File: config.mk
export PLATFORM = sky130hd
export DESIGN_NAME = instr_decode_pipe_flat
export DESIGN_NICKNAME = d
export VERILOG_FILES = /design/src/rtl/instr_decode_pipe_if.sv /design/src/rtl/instr_decode_pipe.sv /design/src/flat_wrapper.sv
export SDC_FILE = /design/constraint.sdc
export NUM_CORES = 1
export LEC_CHECK = 0
export CORE_MARGIN = 10
export CORE_UTILIZATION = 41
export DETAILED_ROUTE_END_ITERATION = 7
export PLACE_DENSITY = 0.77
export SETUP_SLACK_MARGIN = 0.2
export SYNTH_ARGS = -nofsm -noshare
export SYNTH_HDL_FRONTEND = slang
export SYNTH_SLANG_ARGS = --single-unit
File: constraint.sdc
create_clock -name clk -period 8.23 [get_ports clk]
set_clock_uncertainty 0.05 [all_clocks]
set_input_delay 2.0575 -clock clk [delete_from_list [all_inputs] [get_ports clk]]
set_output_delay 2.0575 -clock clk [all_outputs]
set_load 0.1 [all_outputs]
File: src/rtl/instr_decode_pipe_if.sv
// instr_decode_pipe_if: fetch->decode->execute handshake plus decoded-field bundle
// master: fetch/execute side (drives instruction, pc, out_ready)
// slave:  decode stage (drives in_ready, out_valid, out_pc and every decoded field)
interface instr_decode_pipe_if #(parameter int XLEN = 32);
  logic in_valid, in_ready, out_valid, out_ready;
  logic [31:0] in_instr;
  logic [XLEN-1:0] in_pc, out_pc, imm;
  logic [4:0] rs1_addr, rs2_addr, rd;
  logic [3:0] op;
  logic [1:0] mem_size;
  logic op_choice, use_imm, uncond_jmp, is_branch, is_mul;
  logic en_mem, mem_write, mem_read_unsigned, en_wb, use_pcp4;
  logic illegal, ecall, ebreak;
  modport master (
    output in_valid, in_instr, in_pc, out_ready,
    input  in_ready, out_valid, out_pc, rs1_addr, rs2_addr, rd, op, op_choice, use_imm, imm,
           uncond_jmp, is_branch, is_mul, en_mem, mem_write, mem_read_unsigned, mem_size,
           en_wb, use_pcp4, illegal, ecall, ebreak
  );
  modport slave (
    input  in_valid, in_instr, in_pc, out_ready,
    output in_ready, out_valid, out_pc, rs1_addr, rs2_addr, rd, op, op_choice, use_imm, imm,
           uncond_jmp, is_branch, is_mul, en_mem, mem_write, mem_read_unsigned, mem_size,
           en_wb, use_pcp4, illegal, ecall, ebreak
  );
endinterface

File: src/rtl/instr_decode_pipe.sv
// instr_decode_pipe: RV32I/M decode stage with valid/ready handshake, 2-entry skid buffer, flush and trap flags
// Ports: clk; rst (async, active-high); flush (drop held and incoming entries);
//   bus (slave): in_valid/in_ready/in_instr/in_pc from fetch, out_valid/out_ready, out_pc and decoded fields to execute.
module instr_decode_pipe #(
  parameter int XLEN = 32,
  parameter bit EN_M = 1'b1,
  parameter bit EN_SYS = 1'b1
) (
  input logic clk,
  input logic rst,
  input logic flush,
  instr_decode_pipe_if.slave bus
);
  typedef struct packed {
    logic [XLEN-1:0] pc;
    logic [4:0] rs1, rs2, rd;
    logic [3:0] op;
    logic op_choice, use_imm;
    logic [XLEN-1:0] imm;
    logic uncond_jmp, is_branch, is_mul, en_mem, mem_write, mem_read_unsigned;
    logic [1:0] mem_size;
    logic en_wb, use_pcp4, illegal, ecall, ebreak;
  } dec_t;
  typedef enum logic [1:0] {EMPTY, FULL, SKID} state_t;
  state_t state, state_nx;
  dec_t d, main_q, skid_q;
  logic [31:0] ins;
  logic [2:0] f3;
  logic [6:0] f7;
  logic [XLEN-1:0] imm_i, imm_s, imm_b, imm_u, imm_j;
  logic acc, pop, ld_main, ld_skid, from_skid;
  assign ins = bus.in_instr;
  assign f3 = ins[14:12];
  assign f7 = ins[31:25];
  assign imm_i = XLEN'($signed(ins[31:20]));
  assign imm_s = XLEN'($signed({ins[31:25], ins[11:7]}));
  assign imm_b = XLEN'($signed({ins[31], ins[7], ins[30:25], ins[11:8], 1'b0}));
  assign imm_u = XLEN'($signed({ins[31:12], 12'b0}));
  assign imm_j = XLEN'($signed({ins[31], ins[19:12], ins[20], ins[30:21], 1'b0}));
  always_comb begin
    d = '0;
    d.pc = bus.in_pc;
    d.rs1 = ins[19:15];
    d.rs2 = ins[24:20];
    d.rd = ins[11:7];
    d.mem_size = ins[13:12];
    case (ins[6:0])
      7'b0110111: begin d.op = 4'b1011; d.use_imm = 1'b1; d.imm = imm_u; d.en_wb = 1'b1; end
      7'b0010111: begin d.op = 4'b1010; d.use_imm = 1'b1; d.imm = imm_u; d.en_wb = 1'b1; end
      7'b1101111: begin
        d.op = 4'b1010; d.use_imm = 1'b1; d.imm = imm_j;
        d.uncond_jmp = 1'b1; d.use_pcp4 = 1'b1; d.en_wb = 1'b1;
      end
      7'b1100111: begin
        d.illegal = f3 != 3'b000; d.use_imm = 1'b1; d.imm = imm_i;
        d.uncond_jmp = 1'b1; d.use_pcp4 = 1'b1; d.en_wb = 1'b1;
      end
      7'b1100011: begin
        d.illegal = f3[2:1] == 2'b01; d.op = {1'b1, f3}; d.is_branch = 1'b1; d.imm = imm_b;
      end
      7'b0000011: begin
        d.illegal = f3 == 3'b011 || f3[2:1] == 2'b11; d.use_imm = 1'b1; d.imm = imm_i;
        d.en_mem = 1'b1; d.mem_read_unsigned = f3[2]; d.en_wb = 1'b1;
      end
      7'b0100011: begin
        d.illegal = f3 > 3'b010; d.use_imm = 1'b1; d.imm = imm_s; d.en_mem = 1'b1; d.mem_write = 1'b1;
      end
      7'b0010011: begin
        d.op = {1'b0, f3}; d.use_imm = 1'b1; d.imm = imm_i; d.en_wb = 1'b1;
        d.op_choice = f3 == 3'b101 && ins[30];
        d.illegal = (f3 == 3'b001 && f7 != 7'b0) || (f3 == 3'b101 && f7 != 7'b0 && f7 != 7'b0100000);
      end
      7'b0110011: begin
        d.op = {1'b0, f3}; d.en_wb = 1'b1; d.op_choice = ins[30];
        d.is_mul = EN_M && f7 == 7'b0000001;
        d.illegal = !(f7 == 7'b0 || (f7 == 7'b0100000 && (f3 == 3'b000 || f3 == 3'b101)) || d.is_mul);
      end
      7'b0001111: ;
      7'b1110011: begin
        d.ecall = EN_SYS && ins == 32'h0000_0073;
        d.ebreak = EN_SYS && ins == 32'h0010_0073;
        d.illegal = !(d.ecall || d.ebreak);
      end
      default: d.illegal = 1'b1;
    endcase
    // traps carry only their flags, pc and raw fields; nothing downstream may execute
    if (d.illegal || d.ecall || d.ebreak) begin
      d.op = '0; d.op_choice = 1'b0; d.use_imm = 1'b0; d.imm = '0;
      d.uncond_jmp = 1'b0; d.is_branch = 1'b0; d.is_mul = 1'b0;
      d.en_mem = 1'b0; d.mem_write = 1'b0; d.mem_read_unsigned = 1'b0;
      d.en_wb = 1'b0; d.use_pcp4 = 1'b0;
    end
    d.en_wb = d.en_wb && d.rd != 5'd0;
  end
  assign acc = bus.in_valid && bus.in_ready;
  assign pop = bus.out_valid && bus.out_ready;
  always_comb begin
    state_nx = state;
    ld_main = 1'b0;
    ld_skid = 1'b0;
    from_skid = 1'b0;
    if (flush) state_nx = EMPTY;
    else case (state)
      EMPTY: begin ld_main = acc; state_nx = acc ? FULL : EMPTY; end
      FULL: begin
        ld_main = acc && pop;
        ld_skid = acc && !pop;
        state_nx = (acc && !pop) ? SKID : (pop && !acc) ? EMPTY : FULL;
      end
      SKID: begin ld_main = pop; from_skid = pop; state_nx = pop ? FULL : SKID; end
      default: state_nx = EMPTY;
    endcase
  end
  always_ff @(posedge clk or posedge rst) begin
    if (rst) begin
      state <= EMPTY;
      main_q <= '0;
      skid_q <= '0;
    end else begin
      state <= state_nx;
      if (ld_main) main_q <= from_skid ? skid_q : d;
      if (ld_skid) skid_q <= d;
    end
  end
  assign bus.in_ready = state != SKID;
  assign bus.out_valid = state != EMPTY;
  assign bus.out_pc = main_q.pc;
  assign bus.rs1_addr = main_q.rs1;
  assign bus.rs2_addr = main_q.rs2;
  assign bus.rd = main_q.rd;
  assign bus.op = main_q.op;
  assign bus.op_choice = main_q.op_choice;
  assign bus.use_imm = main_q.use_imm;
  assign bus.imm = main_q.imm;
  assign bus.uncond_jmp = main_q.uncond_jmp;
  assign bus.is_branch = main_q.is_branch;
  assign bus.is_mul = main_q.is_mul;
  assign bus.en_mem = main_q.en_mem;
  assign bus.mem_write = main_q.mem_write;
  assign bus.mem_read_unsigned = main_q.mem_read_unsigned;
  assign bus.mem_size = main_q.mem_size;
  assign bus.en_wb = main_q.en_wb;
  assign bus.use_pcp4 = main_q.use_pcp4;
  assign bus.illegal = main_q.illegal;
  assign bus.ecall = main_q.ecall;
  assign bus.ebreak = main_q.ebreak;
endmodule

File: src/flat_wrapper.sv
// flat-port wrapper written by rule: the top's interface ports become plain ports
module instr_decode_pipe_flat 
#(
  parameter int XLEN = 32,
  parameter bit EN_M = 1'b1,
  parameter bit EN_SYS = 1'b1
)
  (clk, rst, flush, bus_in_valid, bus_in_instr, bus_in_pc, bus_out_ready, bus_in_ready, bus_out_valid, bus_out_pc, bus_rs1_addr, bus_rs2_addr, bus_rd, bus_op, bus_op_choice, bus_use_imm, bus_imm, bus_uncond_jmp, bus_is_branch, bus_is_mul, bus_en_mem, bus_mem_write, bus_mem_read_unsigned, bus_mem_size, bus_en_wb, bus_use_pcp4, bus_illegal, bus_ecall, bus_ebreak);
  instr_decode_pipe_if #(.XLEN(XLEN)) bus_i ();
  input logic clk;
  input logic rst;
  input logic flush;
  input wire logic [$bits(bus_i.in_valid)-1:0] bus_in_valid;
  input wire logic [$bits(bus_i.in_instr)-1:0] bus_in_instr;
  input wire logic [$bits(bus_i.in_pc)-1:0] bus_in_pc;
  input wire logic [$bits(bus_i.out_ready)-1:0] bus_out_ready;
  output wire logic [$bits(bus_i.in_ready)-1:0] bus_in_ready;
  output wire logic [$bits(bus_i.out_valid)-1:0] bus_out_valid;
  output wire logic [$bits(bus_i.out_pc)-1:0] bus_out_pc;
  output wire logic [$bits(bus_i.rs1_addr)-1:0] bus_rs1_addr;
  output wire logic [$bits(bus_i.rs2_addr)-1:0] bus_rs2_addr;
  output wire logic [$bits(bus_i.rd)-1:0] bus_rd;
  output wire logic [$bits(bus_i.op)-1:0] bus_op;
  output wire logic [$bits(bus_i.op_choice)-1:0] bus_op_choice;
  output wire logic [$bits(bus_i.use_imm)-1:0] bus_use_imm;
  output wire logic [$bits(bus_i.imm)-1:0] bus_imm;
  output wire logic [$bits(bus_i.uncond_jmp)-1:0] bus_uncond_jmp;
  output wire logic [$bits(bus_i.is_branch)-1:0] bus_is_branch;
  output wire logic [$bits(bus_i.is_mul)-1:0] bus_is_mul;
  output wire logic [$bits(bus_i.en_mem)-1:0] bus_en_mem;
  output wire logic [$bits(bus_i.mem_write)-1:0] bus_mem_write;
  output wire logic [$bits(bus_i.mem_read_unsigned)-1:0] bus_mem_read_unsigned;
  output wire logic [$bits(bus_i.mem_size)-1:0] bus_mem_size;
  output wire logic [$bits(bus_i.en_wb)-1:0] bus_en_wb;
  output wire logic [$bits(bus_i.use_pcp4)-1:0] bus_use_pcp4;
  output wire logic [$bits(bus_i.illegal)-1:0] bus_illegal;
  output wire logic [$bits(bus_i.ecall)-1:0] bus_ecall;
  output wire logic [$bits(bus_i.ebreak)-1:0] bus_ebreak;
  assign bus_i.in_valid = bus_in_valid;
  assign bus_i.in_instr = bus_in_instr;
  assign bus_i.in_pc = bus_in_pc;
  assign bus_i.out_ready = bus_out_ready;
  assign bus_in_ready = bus_i.in_ready;
  assign bus_out_valid = bus_i.out_valid;
  assign bus_out_pc = bus_i.out_pc;
  assign bus_rs1_addr = bus_i.rs1_addr;
  assign bus_rs2_addr = bus_i.rs2_addr;
  assign bus_rd = bus_i.rd;
  assign bus_op = bus_i.op;
  assign bus_op_choice = bus_i.op_choice;
  assign bus_use_imm = bus_i.use_imm;
  assign bus_imm = bus_i.imm;
  assign bus_uncond_jmp = bus_i.uncond_jmp;
  assign bus_is_branch = bus_i.is_branch;
  assign bus_is_mul = bus_i.is_mul;
  assign bus_en_mem = bus_i.en_mem;
  assign bus_mem_write = bus_i.mem_write;
  assign bus_mem_read_unsigned = bus_i.mem_read_unsigned;
  assign bus_mem_size = bus_i.mem_size;
  assign bus_en_wb = bus_i.en_wb;
  assign bus_use_pcp4 = bus_i.use_pcp4;
  assign bus_illegal = bus_i.illegal;
  assign bus_ecall = bus_i.ecall;
  assign bus_ebreak = bus_i.ebreak;
  instr_decode_pipe #(.XLEN(XLEN), .EN_M(EN_M), .EN_SYS(EN_SYS)) u_core (.clk(clk), .rst(rst), .flush(flush), .bus(bus_i));
endmodule
# After elaboration in Yosys (flattened, before gate mapping)
# Index checks and enable logic that the tools add are counted.
# classes
n_div	0
mux	28
order_cmp	1
bitwise	0
reduce_logical	39
shifts	0
addsub	0
multipliers	0
n_eq_ne	24
# op_table
op	n
$pmux W32 S5	1
$mux W98	1
$mux W44	1
$eq A32 B21 Y1 const B	1
$eq A32 B7 Y1 const B	1
$eq A7 B6 Y1 const B	4
$eq A7 B7 Y1 const B	4
$pmux W4 S4	1
$mux W1	15
$eq A7 B5 Y1 const B	2
$reduce_or A7 Y1	2
$logic_and A1 B1 Y1	11
$mux W2	5
$reduce_or A2 Y1	5
$logic_or A1 B1 Y1	8
$pmux W1 S8	1
$eq A7 B1 Y1 const B	1
$eq A7 B2 Y1 const B	1
$eq A7 B4 Y1 const B	1
$logic_not A7 Y1	1
$ne A7 B6 Y1 const B	1
$reduce_bool A7 Y1	1
$pmux W2 S3	1
$reduce_bool A5 Y1	1
other kinds (16)	21
# totals
ramBits	0
memories	0
romBits	0
latch_bits	0
output_inout_bits	100
regBits	198
inputBits	69
wordCells	133

# Depth between registers and ports, before layout
# logic_depth
ltp_word	12
depth_mapped	12
depth_no_buf	9

# Least setup slack after synthesis
# No wires, ideal clock.
# synth_path
path_kind	input-to-reg
start	input port bus_in_instr[26]
end	register u_core.main_q (netlist bit u_core.bus.en_wb)
n_path_buf	3
t_arrival_ns	4.008
setup_time_ns	0.092
required_time_ns	8.088
cell_stages	8
slack_ns	4.080
cell_sequence	or4_4 > a2111oi_4 > o211ai_2 > buf_6 > or3_1 > buf_2 > buf_6 > o31ai_2
# synth_between
elab_chain_len	11
elab_cells_between_ends	24
classes_between	eq/ne: 5; mux: 4; reduce/logical: 15
# synth_rtl
element	line	text
from (decl)	flat_wrapper.sv:14	input wire logic [$bits(bus_i.in_instr)-1:0] bus_in_instr;
$eq A7 B6 Y1	instr_decode_pipe.sv:76	d.illegal = !(f7 == 7'b0 || (f7 == 7'b0100000 && (f3 == 3'b000 || f3 == 3'b101)) || d.is_mul);
$logic_and A1 B1 Y1	instr_decode_pipe.sv:76	
$logic_or A1 B1 Y1 (2 in a row)	instr_decode_pipe.sv:76	
$logic_not A1 Y1	instr_decode_pipe.sv:76	
$pmux W1 S8	instr_decode_pipe.sv:47	case (ins[6:0])
$logic_or A1 B1 Y1	instr_decode_pipe.sv:87	if (d.illegal || d.ecall || d.ebreak) begin
$logic_or A1 B1 Y1 (*)	instr_decode_pipe.sv:87	
$mux W2 (*)	instr_decode_pipe.sv:87	
$logic_and A1 B1 Y1 (*)	instr_decode_pipe.sv:93	d.en_wb = d.en_wb && d.rd != 5'd0;
$mux W98 (*)	instr_decode_pipe.sv:121	if (ld_main) main_q <= from_skid ? skid_q : d;
to (signal assigned)	instr_decode_pipe.sv:121	
to (decl)	instr_decode_pipe.sv:26	dec_t d, main_q, skid_q;
# Mark *: on every way between the ends. The rest lies on a longest branch, timed or not.
# A chain may end at the register's enable or synchronous reset.

# Worst setup path in the final report
# layout_path
start	input port bus_in_instr[31]
end	register u_core.skid_q[16] in the netlist's numbering
# layout_between
elab_chain_len	9
elab_cells_between_ends	22
classes_between	eq/ne: 5; mux: 3; reduce/logical: 14
# layout_rtl
element	line	text
$eq A7 B6 Y1	instr_decode_pipe.sv:76	
$logic_and A1 B1 Y1	instr_decode_pipe.sv:76	
$logic_or A1 B1 Y1 (2 in a row)	instr_decode_pipe.sv:76	
$logic_not A1 Y1	instr_decode_pipe.sv:76	
$pmux W1 S8	instr_decode_pipe.sv:47	
$logic_or A1 B1 Y1	instr_decode_pipe.sv:87	
$logic_or A1 B1 Y1 (*)	instr_decode_pipe.sv:87	
$mux W44 (*)	instr_decode_pipe.sv:87	
to (signal assigned)	instr_decode_pipe.sv:118	skid_q <= '0;
to (signal assigned)	instr_decode_pipe.sv:122	if (ld_skid) skid_q <= d;
to (decl)	instr_decode_pipe.sv:26	
# Marks and branches as above.

==> results.yml <==
outcome:
  status: "finished clean"
critical_path:
  cp.arrival_ns: 5.49
  cpPeakStageDelay_ns: 0.93
  path_class: "in2reg"
  critPathTopFamily: "simple AND/OR/NAND/NOR gates"
  cpMaxStageDelayCell: "or4_1"
  timing.rr.end: "u_core.bus.ecall"
  reg2reg_slack_ns: 4.77
  critPathMaxFanout: 21
  reg2reg_depth: 9
  required_ns: 8.53
  crit_buf_inv: 2
  worst_setup_path_start_kind: "input pin"
  crit_path_end_kind: "flop"
  r2r_start: "u_core.state[0]"
  path_cells: "clkdlybuf4s50_1, or4_4, a2111oi_4, o211ai_2, or4_1, buf_4, o21ai_1"
final_layout:
  fin_util_pct: 53.4
  fin_nets: 1095
  instances_no_fill: 1310
  antenna_cells: 0
  fillers: 1885
  area_growth_pct: 26.9
  drive_gt1_share_pct: 8.02
synthesis:
  yosysUniqueCellTypes: 54
  async_flop_share_pct: 100
  synth-edff-count: 0
  yosys-top-cells-count: "nand2_1, dfrtp_1, o21ai_0, clkbuf_1, a22oi_1"
  synth.most_common_cell: "nand2_1"
  syn_nets: 972
  synth-seq-area-share_pct: 54.9
  ys_ff_latch: 196
  syn_area_um2: 8930
  synth_area_per_cell_um2: 9.91
  syn-instance-count: 901
  synth_flop_cell: "dfrtp_1"
  yosysTopAreaCell: "dfrtp_1"
  yosysWarnings: 0
  synth_top_area_share_pct: 54.9
  yosys-top-cells-area: "dfrtp_1, nand2_1, mux2i_1"
timing:
  hold_slack_ns: 0.425
  fmax_mhz: 193
  finalMaxSlewViolations: 0
  tns_ns: 0
  worst_pin_slew_ns: 1.12
  post-route-period-util_pct: 63.0
  finalCriticalPeriod_ns: 5.19
  final-setup-viol-count: 0
  setup_slack_ns: 3.04
  slew_headroom_pct: 25.3
  hold_viol_final: 0
  rsz0062_at_grt: "false"
min_path:
  whs_path_depth: 2
  min_from: "u_core.skid_q[61]"
  holdPathEnd: "u_core.skid_q[61]"
  hp-class: "reg2reg"
global_route:
  antenna_found_initial: 0
  grt_first_pass_wirelength_um: 40500
  grt_pass1_vias: 7146
  grt_max_degree: 131
  grt_util_all_layers_pct: 17.6
  grt-ovfl-total: 0
power:
  p_leak_uw: 0.00488
  ir_drop_v: 0.000156
  cellPowerDensity_nw_per_um2: 268
cts:
  worstSkewPairLatency_ns: 0.43
  cts_tree: "built"
  numCtsBuffers: 17
  cts.sink_count: 196
  post_cts_buffers: 0
  htreeDepth: 4
  cts_hold_buf: 0
  root_buffer: "clkbuf_16"
  clkTransAtPathRegs_ns: 0.07
  cts_buffer_depth: 2
  cts_resized: 0
placed_design:
  gp_congestion: 0.941
  post-dp-hpwl_um: 17200
  port-buffer-count: 168
  placed_cells: 1280
  place_ws_ns: 2.66
die:
  die_w_um: 168
  start_util_pct: 42.1
  die_y_um: 168
  num_rows: 53
  die-area_um2: 28100
  core_um2: 21200
  io_pins: 169
route:
  drc: 0
  wl_um: 25200
  wl_per_cell_um: 19.3
  first_pass_iters: 5
  vias: 7187
  antenna_left: 0
  vias_per_cell: 5.49
  drtIter0Drc: 531
run:
  maxCapViolations: 0
-- tightest hold or removal path: stages, from the launching register on --
cell and delay [ns]:
dfrtp_1 0.34, nand2_1 0.05, nand2_1 0.05
-- flip-flops by register name, summed over array words and instances, names as in the netlist, 2 cells and up --
signal               count
u_core.skid_q           97
u_core.bus.imm          32
u_core.bus.out_pc       32
u_core.bus.rd            5
u_core.bus.rs1_addr      5
u_core.bus.rs2_addr      5
u_core.bus.op            4
u_core.bus.mem_size      2
u_core.state             2
-- layout by cell type, fill, tap and decap left out, types with 9 or more instances in the layout --
cell / instances
o31ai_1: 10
nand2_1: 248
a21oi_1: 26
o21ai_2: 20
mux2i_1: 51
o31ai_2: 9
nor2_1: 16
a22oi_1: 56
o21ai_0: 70
clkdlybuf4s50_1: 168
clkbuf_16: 17
o21ai_1: 30
dfrtp_1: 196
-- per-stage QoR --
| step | area (um2) | total power, uW |
|---|---|---|
| floorplan | 8930 | 1930 |
| global placement | 10700 | 2200 |
| detailed placement | 10700 | 2210 |
| CTS | 11300 | 3060 |
| global route | 11300 | 3170 |
| finish | 11300 | 3040 |
-- worst max path at each step --
stage	from	end	slack, ns	depth (start not counted)
final	bus_in_instr[31]	u_core.skid_q[16]	3.04	7
after floorplan	rst	u_core.bus.ebreak	0.78	1
after CTS	bus_in_instr[31]	u_core.skid_q[47]	3.10	7
after global placement	bus_in_instr[31]	u_core.skid_q[14]	2.72	7
after global routing	bus_in_instr[2]	u_core.skid_q[47]	2.83	7
after detailed placement	bus_in_instr[31]	u_core.skid_q[47]	2.66	7
-- where the power goes --
| part | internal [uW] | switching (uW) | total [uW] |
|---|---|---|---|
| clock | 471 | 382 | 853 |
| sequential | 1120 | 86.1 | 1200 |
| combinational | 231 | 755 | 985 |
-- cell type report --
class	count	area (um2)	share of cell area, %
clock buffers	19	453	4.00
clock inverters	11	143	1.26
inverters	7	33.8	0.298
multi-input cells	627	3720	32.8
flip-flops and latches	196	4900	43.3
well taps	275	344	3.04
repair buffers	175	1730	15.3
-- kinds of logic (layout without fill, tap and decap cells) --
logic type | count (synthesis) | after routing | share of synthesized area, %
simple gates | 326 | 326 | 16.3
compound gates | 246 | 246 | 18.6
flops | 196 | 196 | 54.9
buf+inv | 78 | 212 | 3.98
mux | 52 | 52 | 5.84
fa+ha+maj | 2 | 2 | 0.280
xor+xnor | 1 | 1 | 0.0981
-- metal layers --
metal / GRT usage [%] / vias to the layer above / part of all wire, %
li1: - / 3397 / -
met1: 22.4 / 3532 / 42
met2: 29.6 / 236 / 50
met3: 3.77 / 22 / 6.2
met4: 4.77 / 0 / 1.4
met5: 0 / - / 0
Power figures use the tool's default switching activity.
